--- config.mk ---
export PLATFORM = sky130hd
export DESIGN_NAME = demux1to4_rr_dispatcher
export DESIGN_NICKNAME = d
export VERILOG_FILES = /design/src/rtl/demux1to4_rr_dispatcher.sv
export SDC_FILE = /design/constraint.sdc
export NUM_CORES = 1
export LEC_CHECK = 0
export BUFFER_PORTS_ARGS = -buffer_cell sky130_fd_sc_hd__buf_2
export CAP_MARGIN = 20
export CORE_UTILIZATION = 45
export CTS_CLUSTER_DIAMETER = 30
export DETAILED_ROUTE_END_ITERATION = 10
export PLACE_DENSITY_LB_ADDON = 0.3
export SETUP_SLACK_MARGIN = 0.05
export SYNTH_ARGS = -nofsm -noshare
export SYNTH_HDL_FRONTEND = slang
export SYNTH_SLANG_ARGS = --single-unit
--- constraint.sdc ---
create_clock -name clk -period 5 [get_ports clk]
set_clock_uncertainty 0.15 [all_clocks]
set_input_delay 0.5 -clock clk [delete_from_list [all_inputs] [get_ports clk]]
set_output_delay 0.5 -clock clk [all_outputs]
set_load 0.01 [all_outputs]
--- src/rtl/demux1to4_rr_dispatcher.sv ---
// Dispatches a valid/ready beat stream to one of four consumer channels.
// A one-entry holding register is loaded round-robin (burst-grouped) or by fixed steering.
module demux1to4_rr_dispatcher #(
  parameter int DW    = 8,
  parameter int BURST = 4
) (
  input  logic          clk,
  input  logic          rst_n,
  input  logic          mode,
  input  logic [3:0]    ch_en,
  input  logic [1:0]    in_sel,
  input  logic          in_valid,
  output logic          in_ready,
  input  logic [DW-1:0] in_data,
  output logic [3:0]    out_valid,
  input  logic [3:0]    out_ready,
  output logic [DW-1:0] out_data,
  output logic          busy
);

  localparam int CW = $clog2(BURST + 1);

  typedef enum logic {EMPTY, FULL} state_t;

  state_t        state, state_nxt;
  logic          hold_valid;
  logic [DW-1:0] hold_data;
  logic [1:0]    hold_ch;
  logic [1:0]    rr_ptr;
  logic [CW-1:0] beat_cnt;

  logic          drain, blocked, accept, burst_done;
  logic [1:0]    rr_tgt, target, rr_ptr_nxt;
  logic [CW-1:0] cnt_eff, cnt_inc;

  // First enabled channel at or after start, cyclically; returns start if none enabled.
  function automatic logic [1:0] first_en(input logic [3:0] mask, input logic [1:0] start);
    logic [1:0] idx;
    first_en = start;
    for (int i = 3; i >= 0; i--) begin
      idx = start + 2'(i);
      if (mask[idx]) first_en = idx;
    end
  endfunction

  assign hold_valid = (state == FULL);
  assign busy       = hold_valid;
  assign out_valid  = hold_valid ? (4'b0001 << hold_ch) : 4'b0000;
  assign out_data   = hold_data;

  assign drain    = hold_valid & out_ready[hold_ch];
  assign blocked  = ~mode & (ch_en == 4'b0000);
  assign in_ready = ~blocked & (~hold_valid | drain);
  assign accept   = in_valid & in_ready;

  // A skipped pointer position starts a fresh burst on the channel actually chosen.
  assign rr_tgt     = first_en(ch_en, rr_ptr);
  assign cnt_eff    = ch_en[rr_ptr] ? beat_cnt : '0;
  assign cnt_inc    = cnt_eff + CW'(1);
  assign burst_done = (cnt_inc == CW'(BURST));
  assign rr_ptr_nxt = burst_done ? first_en(ch_en, rr_tgt + 2'd1) : rr_tgt;
  assign target     = mode ? in_sel : rr_tgt;

  always_comb begin
    state_nxt = state;
    case (state)
      EMPTY:   if (accept) state_nxt = FULL;
      FULL:    if (drain && !accept) state_nxt = EMPTY;
      default: state_nxt = EMPTY;
    endcase
  end

  always_ff @(posedge clk or negedge rst_n) begin
    if (!rst_n) begin
      state     <= EMPTY;
      hold_data <= '0;
      hold_ch   <= 2'd0;
      rr_ptr    <= 2'd0;
      beat_cnt  <= '0;
    end else begin
      state <= state_nxt;
      if (accept) begin
        hold_data <= in_data;
        hold_ch   <= target;
        if (!mode) begin
          beat_cnt <= burst_done ? '0 : cnt_inc;
          rr_ptr   <= rr_ptr_nxt;
        end
      end
    end
  end

endmodule

==> summary.md <==
| Metric | Value |
|---|---|
| Status | `finished, final reports clean` |
| Met1 wire length | `980 um` |
| Die area | `0.00273 mm^2` |
| Final Max Slew Viols | `0` |
| Cts bufs inserted | `3` |
| Htree depth | `1` |
| Tcrit/Tclk final | `50.9%` |
| Core area | `0.00230 mm^2` |
| Slew HR | `69.5%` |
| Post-CTS Setup Bufs | `0` |
| HPWL after detailed placement | `1760 um` |
| CTS tree | `built` |
| Chip Width | `52.2 um` |
| Simple-Gate Fraction of Synth Area | `17.0%` |
| Vias in the first global route | `892` |
| Setup TNS | `0 ns` |
| XOR/XNOR share of the synthesized area | `0.772%` |
| Crit. End Element | `register` |
| DP Cell Count | `163` |
| Drt pass-1 iters | `4` |
| Total GRT Usage | `19.3%` |
| Clock root cell | `clkbuf_4` |
| Remaining Overflow, GRT | `0` |
| RSZ-0062 raised after global routing | `no` |
| Final WL | `2290 um` |
| Syn_nets | `131` |
| Pin count of the biggest net entering global routing | `17` |
| Yosys Warn Count | `0` |
| Number of max-cap violations | `0` |
| Avg Cell Area, Syn | `10.7 um^2` |
| Vias | `891` |
| Routed met2 length | `1160 um` |
| Power Density | `500 mW/mm^2` |
| Initial Util | `49.4%` |
| Worst VDD drop | `274 uV` |
| Minimum clock period | `2.55 ns` |
| Insertion delay to the later sink of the worst-skew pair | `0.29 ns` |
| Complex-gate fraction of the synthesized area | `15.4%` |
| Pleak | `0.000661 uW` |
| First-pass GRT wire length | `3820 um` |
| Largest family of logic cells by synthesized area | `multiplexers` |
| Top Layer Used | `met4` |
| Hold buffers post-CTS | `1` |
| Slew @ Worst Pin | `0.458 ns` |
| Multiplexer share of the synthesized area | `21.6%` |
| CTS-repair resized insts | `0` |
| Final Hold Vio Count | `0` |
| Clock tree sinks | `16` |
| Routability cong. | `0.893` |
| Clock Tree Buf Depth | `2` |
| Synth Area in Adders | `3.31%` |
| Worst Path Required | `5.04 ns` |
| Synth Instances | `106` |
| Fillers | `206` |
| Fmax | `393 MHz` |
| WP data arrival | `2.58 ns` |
| Die Span Y | `52.2 um` |
| Number of diodes | `0` |
| Via-to-Cell Ratio | `5.30` |
| DRC Markers | `0` |
| Layout cells sized above 1 | `46.4%` |
| #FFs+latches synth | `16` |
| Initial DRC count | `30` |
| Fin cells | `168` |
| Worst setup SP type | `register` |
| Drt wl/cell | `13.6 um` |
| Row cnt | `17` |
| Mapped Area | `0.00113 mm^2` |
| Clock slew at reported path FFs | `0.10 ns` |
| Setup CP Type | `register to register` |
| Largest fanout on the critical path | `14` |
| Number of port buffers | `35` |
| Area delta synth->final | `18.3%` |
| Initial antenna violation count | `0` |
| Area leader, netlist | `dfrtp_1` |
| Met3 WL | `121 um` |
| Final Setup Violations | `0` |
| I/O pin total | `36` |
| HP Class | `input pin to register` |
| Top cell type's share of synthesized area | `35.3%` |
| ANT nets after route | `0` |
| Post-synthesis sequential area ratio | `35.3%` |
| Synth top area cells | `dfrtp_1 (35%), mux2_4 (12%), mux2_2 (7.9%)` |
| Library cells used by synthesis | `35` |
| Nets | `166` |
## path summary, 6_finish.rpt
kind / startpoint / endpoint / slack (ns) / cells after the start
worst max-delay path: rr_ptr[1] / rr_ptr[0] / 2.45 / 9
worst min-delay path: in_data[2] / out_data[2] / 0.28 / 2
worst max register to register: rr_ptr[1] / rr_ptr[0] / 2.45 / 9
worst min register to register: out_data[7] / out_data[7] / 0.36 / 1
max in group asynchronous: rst_n / rr_ptr[1] / 3.95 / 2
min in group asynchronous: rst_n / out_data[2] / 0.48 / 2
## power breakdown
group          total, uW  internal, uW  switching [uW]  leakage (uW)
logic                337           182             155      0.000447
registers            247           187            60.1      0.000192
clock network       86.4          44.4            42.0     0.0000210
total                671           413             258      0.000661
## metal layers
layer / up-vias / GRT usage [%]
li1: 444 / -
met1: 415 / 24.1
met2: 28 / 32.5
met3: 4 / 5.22
met4: 0 / 5.26
met5: - / 0
## critical path: stages, from the launching register on
cell and delay [ns]:
dfrtp_1 0.55, or2b_1 0.31, and3b_1 0.16, a21oi_1 0.17
and2_1 0.18, ha_1 0.18, ha_1 0.21, o2111ai_2 0.12
xnor2_1 0.15, mux2_4 0.26
## registers in the layout (all words and copies together) (netlist names)
register  cells
beat_cnt      3
busy          1
hold_ch       2
out_data      8
rr_ptr        2
## stage by stage
step | area (um^2) | hold slack (ns) | util [%] | setup slack (ns) | total power (uW)
after floorplan | 1130 | 0.0544 | - | 2.60 | 495
after global placement | 1300 | 0.277 | 56.4 | 2.47 | 573
after detailed placement | 1300 | 0.286 | 56.4 | 2.37 | 589
after CTS | 1340 | 0.278 | 58.4 | 2.45 | 679
after global routing | 1340 | 0.279 | 58.4 | 2.28 | 725
final | 1340 | 0.281 | 58.4 | 2.45 | 671
## final cells by class
type / count / area [um^2] / area share [%]
inverters: 7 / 26.3 / 1.96
clock buffers: 4 / 36.3 / 2.70
multi-input cells: 77 / 659 / 49.1
repair buffers: 36 / 185 / 13.8
flip-flops and latches: 16 / 400 / 29.8
well taps: 28 / 35.0 / 2.61
## logic make-up after synthesis
logic type,after synthesis
fa+ha+maj,3
simple gates,31
mux,19
xor+xnor,1
flops,16
compound gates,23
buf+inv,13
## cell usage in the layout (no fill, tap or decap), types with 2 or more instances in the layout
cell      netlist  layout
buf_2           3      35
dfrtp_1        16      16
mux2_4          9       9
mux2_2          8       8
nand2_1         7       7
inv_1           7       7
nor2_1          7       7
o21ai_0         5       5
a21oi_1         4       4
nor2b_1         3       3
o22ai_1         3       3
ha_1            3       3
clkbuf_4        0       3
mux2i_1         2       2
and2_1          2       2
nand2b_1        2       2
or2_4           2       2
o31ai_1         2       2
o211ai_1        2       2
## synth_stat cells (all sizes together)
library cell  instances
nand3                 1
or2b                  1
nor2                  8
mux2                 17
nand2b                2
xnor2                 1
buf                   6
a221oi                1
and3b                 1
o211ai                2
a21o                  1
ha                    3
a41oi                 1
nor3b                 1
a31oi                 1
o2111ai               1
or3b                  1
o22ai                 3
nand2                 7
dfrtp                16
a22oi                 1
nor3                  1
a21oi                 4
and2                  2
o31ai                 2
mux2i                 2
or2                   2
nand3b                1
inv                   7
o22a                  1
nor2b                 3
o21ai                 5
Note: power is estimated with default switching activity, not from simulation.
